===== src/rtl/ysyx_23060208_lsu_axi_master_if.sv =====
// Five-channel AXI-lite-style bus between the LSU and the data SRAM.
// The master modport is the LSU side; the slave modport is the SRAM side.
interface ysyx_23060208_lsu_axi_master_if #(
    parameter int unsigned DATA_WIDTH = 32
);
    logic [DATA_WIDTH-1:0] awaddr;
    logic                  awvalid;
    logic                  awready;
    logic [DATA_WIDTH-1:0] wdata;
    logic [2:0]            wstrb;
    logic                  wvalid;
    logic                  wready;
    logic [1:0]            bresp;
    logic                  bvalid;
    logic                  bready;
    logic [DATA_WIDTH-1:0] araddr;
    logic                  arvalid;
    logic                  arready;
    logic [DATA_WIDTH-1:0] rdata;
    logic [1:0]            rresp;
    logic                  rvalid;
    logic                  rready;

    modport master (
        output awaddr, awvalid, wdata, wstrb, wvalid, bready, araddr, arvalid, rready,
        input  awready, wready, bresp, bvalid, arready, rdata, rresp, rvalid
    );

    modport slave (
        input  awaddr, awvalid, wdata, wstrb, wvalid, bready, araddr, arvalid, rready,
        output awready, wready, bresp, bvalid, arready, rdata, rresp, rvalid
    );
endinterface


===== src/rtl/ysyx_23060208_lsu_axi_master.sv =====
// LSU bus initiator: runs one load or store at a time on the data-SRAM bus.
// Optional LSU_MISALIGN_CHECK_EN rejects misaligned half/word accesses without a bus transaction.
module ysyx_23060208_lsu_axi_master #(
    parameter int unsigned DATA_WIDTH = 32
) (
    input  logic                  clock,
    input  logic                  reset,
    input  logic                  req_valid,
    output logic                  req_ready,
    input  logic                  req_wen,
    input  logic [DATA_WIDTH-1:0] req_addr,
    input  logic [DATA_WIDTH-1:0] req_wdata,
    input  logic [1:0]            req_size,
    input  logic                  req_unsigned,
    output logic                  resp_valid,
    input  logic                  resp_ready,
    output logic [DATA_WIDTH-1:0] resp_rdata,
    output logic                  resp_err,
    output logic                  resp_is_store,
    ysyx_23060208_lsu_axi_master_if.master dsram
);

    localparam int unsigned PAD_B = DATA_WIDTH - 8;
    localparam int unsigned PAD_H = DATA_WIDTH - 16;

    typedef enum logic [2:0] {
        S_IDLE,
        S_AR,
        S_R,
        S_AW,
        S_W,
        S_B,
        S_RESP
    } state_t;

    state_t     state;
    logic [1:0] size_q;
    logic       unsigned_q;

    // Load data arrives with the addressed byte in the low lane.
    function automatic logic [DATA_WIDTH-1:0] extend_load(
        input logic [DATA_WIDTH-1:0] d,
        input logic [1:0]            sz,
        input logic                  uns
    );
        logic [DATA_WIDTH-1:0] r;
        r = d;
        case (sz)
            2'd0:    r = uns ? {{PAD_B{1'b0}}, d[7:0]}  : {{PAD_B{d[7]}}, d[7:0]};
            2'd1:    r = uns ? {{PAD_H{1'b0}}, d[15:0]} : {{PAD_H{d[15]}}, d[15:0]};
            default: r = d;
        endcase
        return r;
    endfunction

    // Size 3 falls into the word encoding.
    function automatic logic [2:0] size_to_strb(input logic [1:0] sz);
        logic [2:0] s;
        case (sz)
            2'd0:    s = 3'd1;
            2'd1:    s = 3'd2;
            default: s = 3'd4;
        endcase
        return s;
    endfunction

`ifdef LSU_MISALIGN_CHECK_EN
    logic misaligned_c;
    assign misaligned_c = ((req_size == 2'd1) && req_addr[0]) ||
                          (req_size[1] && (req_addr[1:0] != 2'b00));
`endif

    always_ff @(posedge clock) begin
        if (reset) begin
            state          <= S_IDLE;
            req_ready      <= 1'b1;
            resp_valid     <= 1'b0;
            resp_rdata     <= '0;
            resp_err       <= 1'b0;
            resp_is_store  <= 1'b0;
            size_q         <= 2'd0;
            unsigned_q     <= 1'b0;
            dsram.awaddr   <= '0;
            dsram.awvalid  <= 1'b0;
            dsram.wdata    <= '0;
            dsram.wstrb    <= 3'd0;
            dsram.wvalid   <= 1'b0;
            dsram.bready   <= 1'b0;
            dsram.araddr   <= '0;
            dsram.arvalid  <= 1'b0;
            dsram.rready   <= 1'b0;
        end else begin
            case (state)
                S_IDLE: begin
                    if (req_valid && req_ready) begin
                        req_ready  <= 1'b0;
                        size_q     <= req_size;
                        unsigned_q <= req_unsigned;
`ifdef LSU_MISALIGN_CHECK_EN
                        if (misaligned_c) begin
                            resp_valid    <= 1'b1;
                            resp_err      <= 1'b1;
                            resp_rdata    <= '0;
                            resp_is_store <= req_wen;
                            state         <= S_RESP;
                        end else
`endif
                        if (req_wen) begin
                            dsram.awaddr  <= req_addr;
                            dsram.wdata   <= req_wdata;
                            dsram.wstrb   <= size_to_strb(req_size);
                            dsram.awvalid <= 1'b1;
                            state         <= S_AW;
                        end else begin
                            dsram.araddr  <= req_addr;
                            dsram.arvalid <= 1'b1;
                            state         <= S_AR;
                        end
                    end
                end
                S_AR: begin
                    if (dsram.arready) begin
                        dsram.arvalid <= 1'b0;
                        dsram.rready  <= 1'b1;
                        state         <= S_R;
                    end
                end
                S_R: begin
                    if (dsram.rvalid) begin
                        dsram.rready  <= 1'b0;
                        resp_rdata    <= extend_load(dsram.rdata, size_q, unsigned_q);
                        resp_err      <= (dsram.rresp != 2'b00);
                        resp_is_store <= 1'b0;
                        resp_valid    <= 1'b1;
                        state         <= S_RESP;
                    end
                end
                S_AW: begin
                    // W is held back until the address has been taken.
                    if (dsram.awready) begin
                        dsram.awvalid <= 1'b0;
                        dsram.wvalid  <= 1'b1;
                        state         <= S_W;
                    end
                end
                S_W: begin
                    if (dsram.wready) begin
                        dsram.wvalid <= 1'b0;
                        dsram.bready <= 1'b1;
                        state        <= S_B;
                    end
                end
                S_B: begin
                    if (dsram.bvalid) begin
                        dsram.bready  <= 1'b0;
                        resp_rdata    <= '0;
                        resp_err      <= (dsram.bresp != 2'b00);
                        resp_is_store <= 1'b1;
                        resp_valid    <= 1'b1;
                        state         <= S_RESP;
                    end
                end
                S_RESP: begin
                    if (resp_ready) begin
                        resp_valid <= 1'b0;
                        req_ready  <= 1'b1;
                        state      <= S_IDLE;
                    end
                end
                default: begin
                    state <= S_IDLE;
                end
            endcase
        end
    end

endmodule

===== src/flat_wrapper.sv =====
// flat-port wrapper written by rule: the top's interface ports become plain ports
module ysyx_23060208_lsu_axi_master_flat 
#(
    parameter int unsigned DATA_WIDTH = 32
)
  (clock, reset, req_valid, req_ready, req_wen, req_addr, req_wdata, req_size, req_unsigned, resp_valid, resp_ready, resp_rdata, resp_err, resp_is_store, dsram_awaddr, dsram_awvalid, dsram_wdata, dsram_wstrb, dsram_wvalid, dsram_bready, dsram_araddr, dsram_arvalid, dsram_rready, dsram_awready, dsram_wready, dsram_bresp, dsram_bvalid, dsram_arready, dsram_rdata, dsram_rresp, dsram_rvalid);
  ysyx_23060208_lsu_axi_master_if #(.DATA_WIDTH(DATA_WIDTH)) dsram_i ();
  input  logic clock;
  input  logic reset;
  input  logic req_valid;
  output logic req_ready;
  input  logic req_wen;
  input  logic [DATA_WIDTH-1:0] req_addr;
  input  logic [DATA_WIDTH-1:0] req_wdata;
  input  logic [1:0] req_size;
  input  logic req_unsigned;
  output logic resp_valid;
  input  logic resp_ready;
  output logic [DATA_WIDTH-1:0] resp_rdata;
  output logic resp_err;
  output logic resp_is_store;
  output wire logic [$bits(dsram_i.awaddr)-1:0] dsram_awaddr;
  output wire logic [$bits(dsram_i.awvalid)-1:0] dsram_awvalid;
  output wire logic [$bits(dsram_i.wdata)-1:0] dsram_wdata;
  output wire logic [$bits(dsram_i.wstrb)-1:0] dsram_wstrb;
  output wire logic [$bits(dsram_i.wvalid)-1:0] dsram_wvalid;
  output wire logic [$bits(dsram_i.bready)-1:0] dsram_bready;
  output wire logic [$bits(dsram_i.araddr)-1:0] dsram_araddr;
  output wire logic [$bits(dsram_i.arvalid)-1:0] dsram_arvalid;
  output wire logic [$bits(dsram_i.rready)-1:0] dsram_rready;
  input wire logic [$bits(dsram_i.awready)-1:0] dsram_awready;
  input wire logic [$bits(dsram_i.wready)-1:0] dsram_wready;
  input wire logic [$bits(dsram_i.bresp)-1:0] dsram_bresp;
  input wire logic [$bits(dsram_i.bvalid)-1:0] dsram_bvalid;
  input wire logic [$bits(dsram_i.arready)-1:0] dsram_arready;
  input wire logic [$bits(dsram_i.rdata)-1:0] dsram_rdata;
  input wire logic [$bits(dsram_i.rresp)-1:0] dsram_rresp;
  input wire logic [$bits(dsram_i.rvalid)-1:0] dsram_rvalid;
  assign dsram_awaddr = dsram_i.awaddr;
  assign dsram_awvalid = dsram_i.awvalid;
  assign dsram_wdata = dsram_i.wdata;
  assign dsram_wstrb = dsram_i.wstrb;
  assign dsram_wvalid = dsram_i.wvalid;
  assign dsram_bready = dsram_i.bready;
  assign dsram_araddr = dsram_i.araddr;
  assign dsram_arvalid = dsram_i.arvalid;
  assign dsram_rready = dsram_i.rready;
  assign dsram_i.awready = dsram_awready;
  assign dsram_i.wready = dsram_wready;
  assign dsram_i.bresp = dsram_bresp;
  assign dsram_i.bvalid = dsram_bvalid;
  assign dsram_i.arready = dsram_arready;
  assign dsram_i.rdata = dsram_rdata;
  assign dsram_i.rresp = dsram_rresp;
  assign dsram_i.rvalid = dsram_rvalid;
  ysyx_23060208_lsu_axi_master #(.DATA_WIDTH(DATA_WIDTH)) u_core (.clock(clock), .reset(reset), .req_valid(req_valid), .req_ready(req_ready), .req_wen(req_wen), .req_addr(req_addr), .req_wdata(req_wdata), .req_size(req_size), .req_unsigned(req_unsigned), .resp_valid(resp_valid), .resp_ready(resp_ready), .resp_rdata(resp_rdata), .resp_err(resp_err), .resp_is_store(resp_is_store), .dsram(dsram_i));
endmodule

===== config.mk =====
export PLATFORM = sky130hd
export DESIGN_NAME = ysyx_23060208_lsu_axi_master_flat
export DESIGN_NICKNAME = d
export VERILOG_FILES = /design/src/rtl/ysyx_23060208_lsu_axi_master_if.sv /design/src/rtl/ysyx_23060208_lsu_axi_master.sv /design/src/flat_wrapper.sv
export SDC_FILE = /design/constraint.sdc
export NUM_CORES = 1
export LEC_CHECK = 0
export ABC_AREA = 1
export CORE_ASPECT_RATIO = 0.75
export CORE_UTILIZATION = 41
export DETAILED_ROUTE_END_ITERATION = 10
export GPL_ROUTABILITY_DRIVEN = 0
export GPL_TIMING_DRIVEN = 0
export PLACE_DENSITY = 0.8
export REMOVE_ABC_BUFFERS = 1
export SLEW_MARGIN = 15
export SYNTH_ARGS = -nofsm -noshare
export SYNTH_HDL_FRONTEND = slang
export SYNTH_SLANG_ARGS = --single-unit
export TNS_END_PERCENT = 5

===== constraint.sdc =====
create_clock -name clock -period 1.7 [get_ports clock]
set_input_delay 0.34 -clock clock [delete_from_list [all_inputs] [get_ports clock]]
set_output_delay 0.34 -clock clock [all_outputs]
set_load 0.005 [all_outputs]

-- After elaboration in Yosys (flattened, before gate mapping)
Index checks and enable logic that the tools add are counted.
- flip-flop bits (word level): 146
- output and inout bits: 140
- logic and storage cells: 105
- equal/unequal tests: 17
- multiplexer cells: 44
- bitwise gates (word level): 1
- reduce and logical (&&, ||, !) cells: 26
- operators by type and width (operator ; number):
    two-way mux 32 bit ; 4
    one-hot mux 32 bit (2 select lines) ; 2
    two-way mux 3 bit ; 7
    one-hot mux 3 bit (7 select lines) ; 1
    AND reduction 3 bit ; 7
    two-way mux 1 bit ; 19
    nonzero test 2 bit ; 9
    inequality test 2 bit (second input constant) ; 8
    one-hot mux 1 bit (2 select lines) ; 8
    AND reduction 4 bit ; 3
    equality test 3 bit (second input constant) ; 3
    AND reduction 7 bit ; 1
    equality test 3 x 2 -> 1 bit (second input constant) ; 2
    one-hot mux 3 bit (2 select lines) ; 1
    equality test 2 x 1 -> 1 bit (second input constant) ; 2
    zero test 2 bit ; 2
    equality test 3 x 1 -> 1 bit (second input constant) ; 1
    zero test 3 bit ; 1
    one-hot mux 1 bit (3 select lines) ; 1
    nonzero test 3 bit ; 1
    two-way mux 2 bit ; 1
    inequality test 2 x 1 -> 1 bit (second input constant) ; 1
    AND reduction 2 bit ; 1
    logical AND 1 bit ; 1
    inverter 1 bit ; 1

-- Longest topological paths before layout
- depth after elaboration: 4
- gate-level depth with buffers: 10

-- Worst setup path before layout
OpenSTA, ideal clock, no wires.
- path kind: flip-flop to flip-flop
- start point: reg u_core.state[0]
- end point: reg u_core.dsram.wdata[19]
- library setup time: 0.116 ns
- arrival time: 1.326 ns
- data required time: 1.584 ns
- setup slack: 0.258 ns
- stages on the path, launching flop included: 9
- period minus slack after synthesis: 1.442 ns
- cell sequence: dfxtp_1 nor2_4 inv_2 nor3_4 nand2_2 buf_6 clkbuf_1 o21ai_0 nor2_1
- longest elaborated chain between the ends: 2
- RTL lines (element ; line ; text):
    start, declared ; ysyx_23060208_lsu_axi_master.sv:36 ; state_t state;
    start signal, assigned ; ysyx_23060208_lsu_axi_master.sv:75 ; state <= S_IDLE;
    start signal, assigned ; ysyx_23060208_lsu_axi_master.sv:113 ; state <= S_AW;
    start signal, assigned ; ysyx_23060208_lsu_axi_master.sv:117 ; state <= S_AR;
    zero test 3 bit ; ysyx_23060208_lsu_axi_master.sv:93 ; case (state)
    AND reduction 3 bit (no line) ; -- ;
    end signal, assigned ; ysyx_23060208_lsu_axi_master.sv:110 ; dsram.wdata <= req_wdata;
    end, declared ; ysyx_23060208_lsu_axi_master_if.sv:25 ; output awaddr, awvalid, wdata, wstrb, wvalid, bready, araddr, arvalid, rready,
No other way between the ends.
A chain may end at the register's enable or synchronous reset.

-- Worst setup path after layout
- start point: reg u_core.dsram.arvalid
- end point: out dsram_arvalid
- RTL lines (element ; line ; text):
    start, declared ; ysyx_23060208_lsu_axi_master_if.sv:25 ;
    start signal, assigned ; ysyx_23060208_lsu_axi_master.sv:90 ; dsram.arvalid <= 1'b0;
    start signal, assigned ; ysyx_23060208_lsu_axi_master.sv:116 ; dsram.arvalid <= 1'b1;
    start signal, assigned ; ysyx_23060208_lsu_axi_master.sv:123 ; dsram.arvalid <= 1'b0;
    end, declared ; flat_wrapper.sv:29 ; output wire logic [$bits(dsram_i.arvalid)-1:0] dsram_arvalid;
No word-level cell between the ends.

==> reports/qor.csv <==
stage;metric;value;unit
logic_synthesis;yosysTopAreaCellShare;53.9;%
global_route;first_global_vias;5292;
finish;mostFrequentLayoutCells;clkdlybuf4s50_1, nor2_1, dfxtp_1, o21ai_0, nand2_1;
global_route;grt_pass1_wl;28.1;mm
power_and_ir_drop;power.density;1500;mW/mm2
placed_design;dpl.hpwl;11.1;mm
setup_path;required;1.36;ns
setup_path;worstRegToRegCells;8;
worst_hold_path;hold_depth;2;
setup_path;worstPathCellList;clkdlybuf4s50_1;
detailed_routing;drt-vias-per-instance;5.02;
setup_path;slowest_delay;0.54;ns
logic_synthesis;synth.avg_cell_area;7.70;um2
setup_path;crit_type;reg2out;
clocking;clk_latency;0.40;ns
timing;relSlewSlack;58.9;%
timing;fin_crit_sh;96.8;%
setup_path;crit_family;buffers and inverters;
run;maxCapViolations;0;
die;die_y;102;um
setup_path;cp.arrival;1.31;ns
detailed_routing;wl_per_cell;16.7;um
clocking;path_clk_slew;0.06;ns
setup_path;path_buf_inv;1;
die;start_util;43.1;%
placed_design;io_buffers;252;
worst_hold_path;hold_class;in2reg;
detailed_routing;num_vias;5673;
detailed_routing;ant_nets;0;
status;run_status;complete, no violations;
timing;rsz0062_at_grt;true;
detailed_routing;drt_iter0_markers;245;
detailed_routing;routed_wl;18.8;mm
logic_synthesis;synth.ff_latch_count;146;
setup_path;crit_fanout;3;
finish;diodes;0;
logic_synthesis;yosysSeqAreaShare;53.9;%
finish;area_growth;65.0;%
clocking;clock-sinks;146;
clocking;htree_levels;4;
logic_synthesis;syn-instance-count;704;
finish;mostFrequentLayoutCell;clkdlybuf4s50_1;
die;die_x;135;um
die;ios;253;
die;row_count;35;
timing;fmax;607;MHz
setup_path;startpoint_type;flip-flop;
die;die_area;0.0137;mm2
finish;final.fill_count;1045;
logic_synthesis;synth.distinct_cells;22;
finish;drive_gt1_share;8.62;%
logic_synthesis;synthTopCellsByArea;dfxtp_1, nor2_1, o21ai_0;
setup_path;cp.depth;1;
timing;period_minus_slack;1.65;ns
timing;slew_violations;0;
logic_synthesis;synth_area;0.00542;mm2
timing;worst_pin_slew;0.616;ns
timing;setup_viol;0;
placed_design;place_area;0.00797;mm2
finish;nNetsFinal;1063;
power_and_ir_drop;vdd_ir_drop_max;872;uV
global_route;grt_overflow_total;0;
global_route;antenna_found_initial;0;
logic_synthesis;yosys.area.top_type;dfxtp_1;
clocking;cts-root-buf;clkbuf_16;
finish;final_cells;1129;
detailed_routing;dr.pass1.iters;4;
timing;finClkSkew;0.0147;ns
setup_path;endpoint_kind;output pin;
clocking;cts_buffers;17;
clocking;hold_buffers;0;
global_route;grt_max_degree;78;
setup_path;slowest_stage;clkdlybuf4s50_1;
clocking;cts_max_path_buffers;2;
global_route;grt_usage;26.6;%
logic_synthesis;yosys_warnings;0;
finish;fin_area;0.00895;mm2
detailed_routing;drcViolationCount;0;
timing;hold_violations;0;
placed_design;numPlacedInstances;1076;
die;coreArea;0.0126;mm2
power_and_ir_drop;p_leak;0.00340;uW
clocking;cts_tree;yes;
final timing paths:
check                                                   startpoint                                  to  slack [ns]
worst max-delay path             u_core.dsram.arvalid$_SDFFE_PP0P_                       dsram_arvalid        0.05
worst min register to register  u_core.resp_rdata[26]$_SDFFE_PP0P_  u_core.resp_rdata[26]$_SDFFE_PP0P_        0.47
worst min-delay path                                         reset  u_core.resp_rdata[26]$_SDFFE_PP0P_        0.46
worst max register to register        u_core.state[1]$_SDFFE_PP0P_   u_core.resp_rdata[6]$_SDFFE_PP0P_        0.08
area by class of cell:
class / count / area, um2 / share of cell area, %
clock buffers: 18 / 429 / 4.80
clock inverters: 14 / 179 / 2.00
inverters: 20 / 133 / 1.48
multi-input cells: 496 / 2350 / 26.3
flip-flops and latches: 146 / 2930 / 32.8
well taps: 166 / 208 / 2.32
repair buffers: 264 / 2630 / 29.4
repair inverters: 5 / 83.8 / 0.937
through the flow:
stage	total power, uW	TNS (ns)	worst slack (ns)	util, %	hold slack [ns]
floorplan	6630	-58.81	-0.688	-	0.409
global placement	8910	-334.02	-2.86	63.1	0.451
finish	13500	0	0.0538	71.2	0.462
detailed placement	9000	-171.18	-1.42	63.4	0.455
global route	14200	-0.239	-0.0346	71.2	0.484
CTS	13300	0	0.00415	70.2	0.465
timing repair:
action,in CTS,in global routing
pin swaps,5,3
gates cloned,6,4
setup endpoints to repair,143,131
setup buffers,6,5
resized for setup,46,22
where the power goes:
part / switching (uW) / internal (uW) / leakage, uW
sequential: 497 / 4240 / 0.00119
clock: 1510 / 2340 / 0.000293
combinational: 2480 / 2390 / 0.00191
total: 4490 / 8960 / 0.00340
cells in the mapped netlist (all sizes together):
cell,n
a21oi,43
a31oi,3
buf,19
clkbuf,28
dfxtp,146
inv,20
nand2,54
nand3,18
nand3b,1
nand4,9
nor2,217
nor3,2
o211ai,12
o21ai,127
or2,5
state kept, by name (all words and copies together), names as in the netlist:
name	count
u_core.resp_rdata	32
u_core.dsram.wdata	32
u_core.dsram.awvalid	1
u_core.resp_valid	1
u_core.dsram.wvalid	1
u_core.state	3
u_core.size_q	2
u_core.resp_err	1
u_core.req_ready	1
u_core.dsram.arvalid	1
u_core.dsram.wstrb	3
u_core.dsram.awaddr	32
u_core.dsram.araddr	32
u_core.dsram.rready	1
u_core.resp_is_store	1
u_core.dsram.bready	1
u_core.unsigned_q	1
kinds of logic (layout without fill, tap and decap cells):
| kind of cell | count (synthesis) | in the layout | share of synthesized area, % |
|---|---|---|---|
| and+or+nand+nor | 306 | 311 | 22.8 |
| AOI/OAI and AO/OA | 185 | 185 | 17.7 |
| buffers and inverters | 67 | 321 | 5.56 |
| DFF | 146 | 146 | 53.9 |
layer usage:
layer,wire length [um],track usage [%],vias up
met2,8610,44.2,232
li1,-,-,2823
met1,7810,31.6,2589
met5,0,0,-
met3,1980,10.4,29
met4,425,8.56,0
Note: power is estimated with default switching activity, not from simulation.
